`src/rtl/turn_signal_pkg.sv`:
```
// -----------------------------------------------------------------------------
// turn_signal_pkg
// Shared definitions for the turn-signal controller and the tail-light
// sequencer bench: the controller state encoding (also driven out on the
// 3-bit mode port), the request constants produced by switch decode, and the
// decode function itself.
// -----------------------------------------------------------------------------
package turn_signal_pkg;

    typedef enum logic [2:0] {
        IDLE  = 3'd0,
        CLEAR = 3'd1,
        LEFT  = 3'd2,
        RIGHT = 3'd3,
        HAZ   = 3'd4
    } state_t;

    // A request names the state the switches are asking for; CLEAR is never
    // requested, it is only the transit state between two active modes.
    localparam state_t REQ_NONE  = IDLE;
    localparam state_t REQ_LEFT  = LEFT;
    localparam state_t REQ_RIGHT = RIGHT;
    localparam state_t REQ_HAZ   = HAZ;

    // Both turn switches on at once is treated the same as the hazard switch.
    function automatic state_t decode_req(input logic hazard_in,
                                          input logic left_in,
                                          input logic right_in);
        if (hazard_in || (left_in && right_in)) return REQ_HAZ;
        if (left_in)                            return REQ_LEFT;
        if (right_in)                           return REQ_RIGHT;
        return REQ_NONE;
    endfunction

endpackage

```
`src/rtl/switch_debounce.sv`:
```
// -----------------------------------------------------------------------------
// switch_debounce
// Single-input debounce filter for an already-synchronized switch. The
// filtered output only changes after DB_CYCLES consecutive samples that all
// differ from the current filtered value; any sample equal to the filtered
// value clears the run counter.
//
// Ports:
//   clk   - clock, all state on rising edge
//   reset - asynchronous active-high reset (filter and counter to 0)
//   din   - synchronized switch sample
//   dout  - filtered switch value
// -----------------------------------------------------------------------------
module switch_debounce #(
    parameter int DB_CYCLES = 16
) (
    input  logic clk,
    input  logic reset,
    input  logic din,
    output logic dout
);

    // Keep at least one counter bit so DB_CYCLES=1 still elaborates.
    localparam int            CW      = (DB_CYCLES > 1) ? $clog2(DB_CYCLES) : 1;
    localparam logic [CW-1:0] CNT_MAX = CW'(DB_CYCLES - 1);

    logic [CW-1:0] cnt_q, cnt_d;
    logic          filt_q, filt_d;

    always_comb begin
        cnt_d  = '0;
        filt_d = filt_q;
        if (din != filt_q) begin
            // The sample that completes the run flips the output and leaves
            // the counter at zero for the next change.
            if (cnt_q == CNT_MAX) begin
                filt_d = din;
            end else begin
                cnt_d = cnt_q + CW'(1);
            end
        end
    end

    always_ff @(posedge clk or posedge reset) begin
        if (reset) begin
            cnt_q  <= '0;
            filt_q <= 1'b0;
        end else begin
            cnt_q  <= cnt_d;
            filt_q <= filt_d;
        end
    end

    assign dout = filt_q;

endmodule

```
`src/rtl/turn_signal_ctrl.sv`:
```
// -----------------------------------------------------------------------------
// turn_signal_ctrl
// Turns three raw switches (left, right, hazard) into registered left/right
// requests, a periodic step pulse and a mode code for the tail-light
// sequencer. Switches are 2-flop synchronized, optionally debounced, decoded
// into a request and fed to a five-state FSM. Moving between two active modes
// always passes through CLEAR (lights off) until the next step pulse.
//
// Build option:
//   DEBOUNCE_EN - when defined, each synchronized switch goes through a
//                 switch_debounce filter (DB_CYCLES samples). When undefined
//                 the synchronized value is used directly and DB_CYCLES has
//                 no effect.
//
// Ports:
//   clk       - clock, all state on rising edge
//   reset     - asynchronous active-high reset
//   left_sw   - raw left switch (asynchronous)
//   right_sw  - raw right switch (asynchronous)
//   hazard_sw - raw hazard switch (asynchronous)
//   left      - registered left request
//   right     - registered right request
//   step      - one-cycle pulse every TICK_DIV cycles
//   mode      - current state (turn_signal_pkg::state_t encoding)
// -----------------------------------------------------------------------------
module turn_signal_ctrl
    import turn_signal_pkg::*;
#(
    parameter int TICK_DIV  = 25000000,
    parameter int DB_CYCLES = 16
) (
    input  logic       clk,
    input  logic       reset,
    input  logic       left_sw,
    input  logic       right_sw,
    input  logic       hazard_sw,
    output logic       left,
    output logic       right,
    output logic       step,
    output logic [2:0] mode
);

    localparam int            TW       = $clog2(TICK_DIV);
    localparam logic [TW-1:0] TICK_MAX = TW'(TICK_DIV - 1);

    // Bit order for the switch vectors: 0 = left, 1 = right, 2 = hazard.
    logic [2:0] raw_sw;
    logic [2:0] sync1_q, sync2_q;
    logic [2:0] filt_sw;

    assign raw_sw = {hazard_sw, right_sw, left_sw};

    always_ff @(posedge clk or posedge reset) begin
        if (reset) begin
            sync1_q <= '0;
            sync2_q <= '0;
        end else begin
            sync1_q <= raw_sw;
            sync2_q <= sync1_q;
        end
    end

    genvar gi;
    generate
        for (gi = 0; gi < 3; gi++) begin : g_filt
`ifdef DEBOUNCE_EN
            switch_debounce #(
                .DB_CYCLES(DB_CYCLES)
            ) u_debounce (
                .clk  (clk),
                .reset(reset),
                .din  (sync2_q[gi]),
                .dout (filt_sw[gi])
            );
`else
            assign filt_sw[gi] = sync2_q[gi];
`endif
        end
    endgenerate

    state_t        state_q, state_d;
    state_t        pending_q, pending_d;
    state_t        req;
    logic          phase_q, phase_d;
    logic          left_q, left_d;
    logic          right_q, right_d;
    logic [TW-1:0] cnt_q, cnt_d;

    assign step = (cnt_q == TICK_MAX);

    always_comb begin
        req       = decode_req(filt_sw[2], filt_sw[0], filt_sw[1]);
        state_d   = state_q;
        pending_d = pending_q;
        phase_d   = phase_q;

        unique case (state_q)
            IDLE: begin
                if (req != IDLE) state_d = req;
            end
            CLEAR: begin
                // Keep following the switches; leave on the step edge into
                // whatever is requested at that moment.
                if (step) begin
                    state_d   = req;
                    pending_d = IDLE;
                end else begin
                    pending_d = req;
                end
            end
            LEFT, RIGHT, HAZ: begin
                if (req != state_q) begin
                    state_d   = CLEAR;
                    pending_d = req;
                end else if (state_q == HAZ && step) begin
                    phase_d = ~phase_q;
                end
            end
            default: state_d = IDLE;
        endcase

        // Every state entry restarts the hazard phase and the step period, so
        // the first step lands TICK_DIV cycles after entry.
        if (state_d != state_q) phase_d = 1'b0;
        cnt_d = ((state_d != state_q) || step) ? '0 : cnt_q + TW'(1);

        // Lamp requests follow the next state directly: no extra pipeline.
        left_d  = (state_d == LEFT)  || ((state_d == HAZ) && !phase_d);
        right_d = (state_d == RIGHT) || ((state_d == HAZ) &&  phase_d);
    end

    always_ff @(posedge clk or posedge reset) begin
        if (reset) begin
            state_q   <= IDLE;
            pending_q <= IDLE;
            phase_q   <= 1'b0;
            left_q    <= 1'b0;
            right_q   <= 1'b0;
            cnt_q     <= '0;
        end else begin
            state_q   <= state_d;
            pending_q <= pending_d;
            phase_q   <= phase_d;
            left_q    <= left_d;
            right_q   <= right_d;
            cnt_q     <= cnt_d;
        end
    end

    assign left  = left_q;
    assign right = right_q;
    assign mode  = state_q;

endmodule

```
`config.mk`:
```
export PLATFORM = sky130hd
export DESIGN_NAME = turn_signal_ctrl
export DESIGN_NICKNAME = d
export VERILOG_FILES = /design/src/rtl/turn_signal_pkg.sv /design/src/rtl/switch_debounce.sv /design/src/rtl/turn_signal_ctrl.sv
export SDC_FILE = /design/constraint.sdc
export NUM_CORES = 1
export LEC_CHECK = 0
export ABC_AREA = 1
export CAP_MARGIN = 10
export CORE_UTILIZATION = 54
export CTS_CLUSTER_DIAMETER = 30
export DETAILED_ROUTE_END_ITERATION = 8
export PLACE_DENSITY = 0.76
export SLEW_MARGIN = 20
export SYNTH_ARGS = -nofsm -noshare
export SYNTH_HDL_FRONTEND = slang
export SYNTH_HIERARCHICAL = 1
export SYNTH_SLANG_ARGS = --single-unit
```
`constraint.sdc`:
```
create_clock -name clk -period 1.79 [get_ports clk]
set_input_delay 0.2685 -clock clk [delete_from_list [all_inputs] [get_ports clk]]
set_output_delay 0.2685 -clock clk [all_outputs]
set_load 0.02 [all_outputs]
```
# Word-level counts from Yosys, hierarchy flattened
# Index checks and enable logic that the tools add are counted.
word_totals:
  register_bits: 37
  latchBits: 0
  ram_bits: 0
  rom_bits: 0
  inputBits: 5
  out_inout_bits: 6
  mem_count: 0
classes:
  addsub: 1
  multipliers: 0
  div_mod_pow: 0
  n_lt_le_gt_ge: 0
  eq_ne: 10
  shifts: 0
  muxes: 21
  bitwise: 1
  n_reduce_logical: 12
ops:
  columns: ["op", "count"]
  rows:
  - ["$mux W3", 9]
  - ["$add A25 B1 Y25 const B", 1]
  - ["$eq A25 B25 Y1 const B", 1]
  - ["$mux W25", 1]
  - ["$eq A3 B2 Y1 const B", 4]
  - ["$mux W1", 10]
  - ["$pmux W3 S3", 1]
  - ["$eq A3 B3 Y1 const B", 2]
  - ["$ne A3 B3 Y1", 2]
  - ["$logic_and A1 B1 Y1", 4]
  - ["$logic_or A1 B1 Y1", 4]
  - ["$eq A3 B1 Y1 const B", 1]
  - ["$logic_not A3 Y1", 1]
  - ["$reduce_bool A3 Y1", 1]
  - ["$reduce_or A3 Y1", 1]
  - ["$logic_not A1 Y1", 1]
  - ["$not A1 Y1", 1]

# Longest topological paths before layout
logic_depth:
  ltp_word: 17
  depth_mapped: 14
  mapped_depth_nobuf: 14

# Worst setup path after synthesis
# No wires, ideal clock.
synth_path:
  path_kind: "register -> output"
  start: "register cnt_q[0]"
  end: "output step"
  t_arrival_ps: 1549
  required_time_ps: 1521
  path_slack_ps: -27
  stages_incl_launch_ff: 6
  path_buffers: 0
  cell_sequence: "dfrtp_1 ha_1 nand2_2 nor2_4 nand2_2 nor4_1"
synth_between:
  elab_chain_len: 1
synth_rtl:
  columns: ["element", "line", "source"]
  rows:
  - ["start: declaration", "turn_signal_ctrl.sv:87", "logic [TW-1:0] cnt_q, cnt_d;"]
  - ["start signal: assignment", "turn_signal_ctrl.sv:146", "cnt_q <= cnt_d;"]
  - ["$eq A25 B25 Y1", "turn_signal_ctrl.sv:89", "assign step = (cnt_q == TICK_MAX);"]
  - ["end: declaration", "turn_signal_ctrl.sv:39", "output logic step,"]
# Every way passes these cells.

# Worst setup path in the final report
layout_path:
  start: "register cnt_q[21]"
  end: "register cnt_q[12]"
layout_between:
  elab_chain_len: 6
layout_rtl:
  columns: ["element", "line", "source"]
  rows:
  - ["$eq A25 B25 Y1 *", "turn_signal_ctrl.sv:89", null]
  - ["$mux W3", "turn_signal_ctrl.sv:104", "if (step) begin"]
  - ["$pmux W3 S3", "turn_signal_ctrl.sv:97", "unique case (state_q)"]
  - ["$ne A3 B3 Y1", "turn_signal_ctrl.sv:125", "cnt_d = ((state_d != state_q) || step) ? '0 : cnt_q + TW'(1);"]
  - ["$logic_or A1 B1 Y1 *", "turn_signal_ctrl.sv:125", null]
  - ["$mux W25 *", "turn_signal_ctrl.sv:125", null]
  - ["via cnt_d[12]", "turn_signal_ctrl.sv:87", null]
# The timed path passes the listed nets; every way through them passes the cells marked *.

==> impl_metrics.env <==
export IMPL_status="finished, violations left"
export IMPL_violations="setup timing"
export IMPL_layout_drive_gt1_share=0.471
export IMPL_boundaryPins=11
export IMPL_slew_viol_final=0
export IMPL_place_congestion=0.915
export IMPL_clock_sinks=37
export IMPL_synth_seq_cells=37
export IMPL_rows=23
export IMPL_preCtsSetupSlack_ps=-219
export IMPL_synth_compound_area_frac=0.0121
export IMPL_power_density_nw_per_um2=1030
export IMPL_fp_dieW_um=66.8
export IMPL_grt_pass1_vias=2011
export IMPL_final_antenna_net_count=0
export IMPL_io_buffers=10
export IMPL_syn_cell_area_um2=2270
export IMPL_synth_fa_ha_area_frac=0.00552
export IMPL_synth_nets=269
export IMPL_fp_coreArea_um2=4030
export IMPL_syn_inst=263
export IMPL_crit_top_cell="nand2_2"
export IMPL_r2r_start="cnt_q[21]"
export IMPL_grt_usage=0.272
export IMPL_yosys_area_share_simple=0.416
export IMPL_area_growth_pct=40.7
export IMPL_cp_end_kind="flop"
export IMPL_cp_required_ps=1960
export IMPL_cp_endpoint="cnt_q[12]"
export IMPL_timing_rr_end="cnt_q[12]"
export IMPL_path_class="reg2reg"
export IMPL_use_met1=0.320
export IMPL_total_power_uw=3270
export IMPL_startpoint_type="flop"
export IMPL_yosysWarnings=6
export IMPL_vias=2101
export IMPL_hold_buffers=0
export IMPL_fin_area_um2=3190
export IMPL_path_max_fanout=8
export IMPL_drc=0
export IMPL_avgSynthCellArea_um2=8.62
export IMPL_place_area_um2=2870
export IMPL_met3_usage=0.0582
export IMPL_reg2reg_slack_ps=-280
export IMPL_drt_initial_drc_count=198
export IMPL_p_leak_uw=0.00144
export IMPL_cp_data_arrival_time_ps=2240
export IMPL_seq_area_frac_synth=0.408
export IMPL_max_slew_margin=0.690
export IMPL_clkTransAtPathRegs_ps=70
export IMPL_slowest_delay_ps=360
export IMPL_top_usage_layer="met2"
export IMPL_synth_xor_area_frac=0.0811
export IMPL_dieArea_um2=4460
export IMPL_ys_types=25
export IMPL_antenna_cells=0
export IMPL_crit_start="cnt_q[21]"
export IMPL_dp_hpwl_um=3590
export IMPL_path_cells="nand2_1 -> buf_4 -> nor2_1 -> nand2_1 -> nor2_1 -> nand2_2 -> nand2_2 -> nand2_2 -> o211ai_1 -> nor2_4 -> nand3_4 -> buf_12 -> nor2_4"
export IMPL_final_core_util=0.792
export IMPL_hold_class="reg2reg"
export IMPL_synth_top_family_by_area="simple AND/OR/NAND/NOR gates"
export IMPL_fin_tns_setup_ps=-6440
export IMPL_grt_max_degree=38
export IMPL_period_share=1.16
export IMPL_ir_worst_vdd_v=0.000766
export IMPL_antenna_found_initial=0
export IMPL_routed_wl_um=5900
export IMPL_via_per_inst=5.28
export IMPL_grt_overflow=0
export IMPL_setup_viol=29
export IMPL_maxCapViolCount=0
export IMPL_worst_pin_slew_ps=465
export IMPL_cts_root_buf="clkbuf_8"
export IMPL_final_common_cell="buf_4"
export IMPL_setup_slack_ps=-281
export IMPL_grt_pass1_wl_um=8880
export IMPL_fin_nets=354
export IMPL_grt_use_met2=0.485
export IMPL_cts_buffers=5
export IMPL_cpMaxStageDelayCell="dfrtp_1"
export IMPL_dr_pass1_iters=4
export IMPL_die_h_um=66.8
export IMPL_worst_r2r_path_depth=13
export IMPL_synthMuxAreaShare=0
export IMPL_hold_viol=0
export IMPL_htreeDepth=2
export IMPL_layout_common_cells="65 x buf_4, 49 x nand2_1, 36 x dfrtp_1"
export IMPL_post_drt_wl_per_cell_um=14.8
export IMPL_fmax_mhz=483
export IMPL_clock_skew_ps=6.98
export IMPL_cts_tree="built"
export IMPL_min_period_ps=2070
export IMPL_clkLatencyLatePin_ps=290
export IMPL_clockBufferDepth=2
export IMPL_rsz0062_at_grt="true"
export IMPL_initial_core_util=0.563
==> worst min-delay path by stage <==
| stage | to | start | slack (ps) | cells past startpoint |
|---|---|---|---|---|
| after global placement | filt_sw[1] | sync1_q[1] | 330 | 0 |
| after detailed placement | filt_sw[1] | sync1_q[1] | 340 | 0 |
| after CTS | filt_sw[1] | sync1_q[1] | 360 | 0 |
| after global routing | filt_sw[0] | sync1_q[0] | 360 | 0 |
| final | filt_sw[0] | sync1_q[0] | 360 | 0 |
| after floorplan | sync1_q[0] | left_sw | 300 | 0 |
==> repair_timing <==
item                                    4_1_cts  5_1_grt
resized for setup                            29       20
setup buffers                                 6        5
endpoints found under the setup margin       29       31
pin swaps                                     9        7
==> metal layers <==
metal,up-vias,share of wire
met4,0,0.030
met1,1025,0.40
met2,73,0.52
met5,-,0
met3,20,0.052
li1,983,-
==> through the flow <==
stage	hold WS, ps	instances
6_report	355	398
5_1_grt	364	398
4_1_cts	357	393
3_5_place_dp	341	381
3_3_place_gp	333	381
2_1_floorplan	300	263
==> cells in the mapped netlist <==
library cell  number  area [um2]
o211ai_1           1        7.51
nor2_4            25         282
nor4_1             2        12.5
nand4_4            1        21.3
nand4_1            8        50.1
xnor2_1            7        61.3
a21oi_1            1        5.00
dfrtp_1           37         926
nand2_1           60         225
nand3_1           14        70.1
o21ai_0            3        15.0
nand3_4            1        17.5
inv_2             10        37.5
inv_1             26        97.6
nand3_2            3        30.0
nor2_2             6        37.5
nor3_1             3        15.0
nor2_1            28         105
ha_1               1        12.5
or2_2              1        6.26
buf_12             2        40.0
nor3_2             2        20.0
xor2_1            14         123
nand4_2            1        12.5
nand2_2            6        37.5
==> report_power, final <==
part	leakage [uW]	internal [uW]	switching, uW	total (uW)
clock	0.0000540	405	295	699
sequential	0.000495	907	66.0	973
combinational	0.000892	683	915	1600
==> state kept, by name, indices dropped and copies added (netlist names) <==
name,cells
cnt_q,25
filt_sw,3
left,1
mode,3
phase_q,1
right,1
sync1_q,3
==> layout make-up <==
type | instances | area [um2]
Clock inverter | 2 | 35.0
Multi-Input combinational cell | 188 | 1300
Clock buffer | 5 | 68.8
Timing Repair Buffer | 80 | 659
Sequential cell | 37 | 927
Tap cell | 50 | 62.6
Fill cell | 231 | 838
Inverter | 36 | 135
==> worst max-delay path: cells and delay by family, from the launching register on <==
| kind | cells | cell delay, ps |
|---|---|---|
| AO/OA/AOI/OAI | 1 | 140 |
| buffers and inverters | 2 | 350 |
| flip-flops | 1 | 360 |
| AND/OR/NAND/NOR | 10 | 1110 |
==> cells by family (layout without fill, tap and decap cells) <==
kind of cell               count (synthesis)  in the layout
adders and majority gates                  1              1
xor gates and xnor gates                  21             21
and+or+nand+nor                          161            161
AOI/OAI and AO/OA                          5              5
buffers and inverters                     38            123
DFF                                       37             37
No activity file was read; power rests on OpenSTA's default activity.
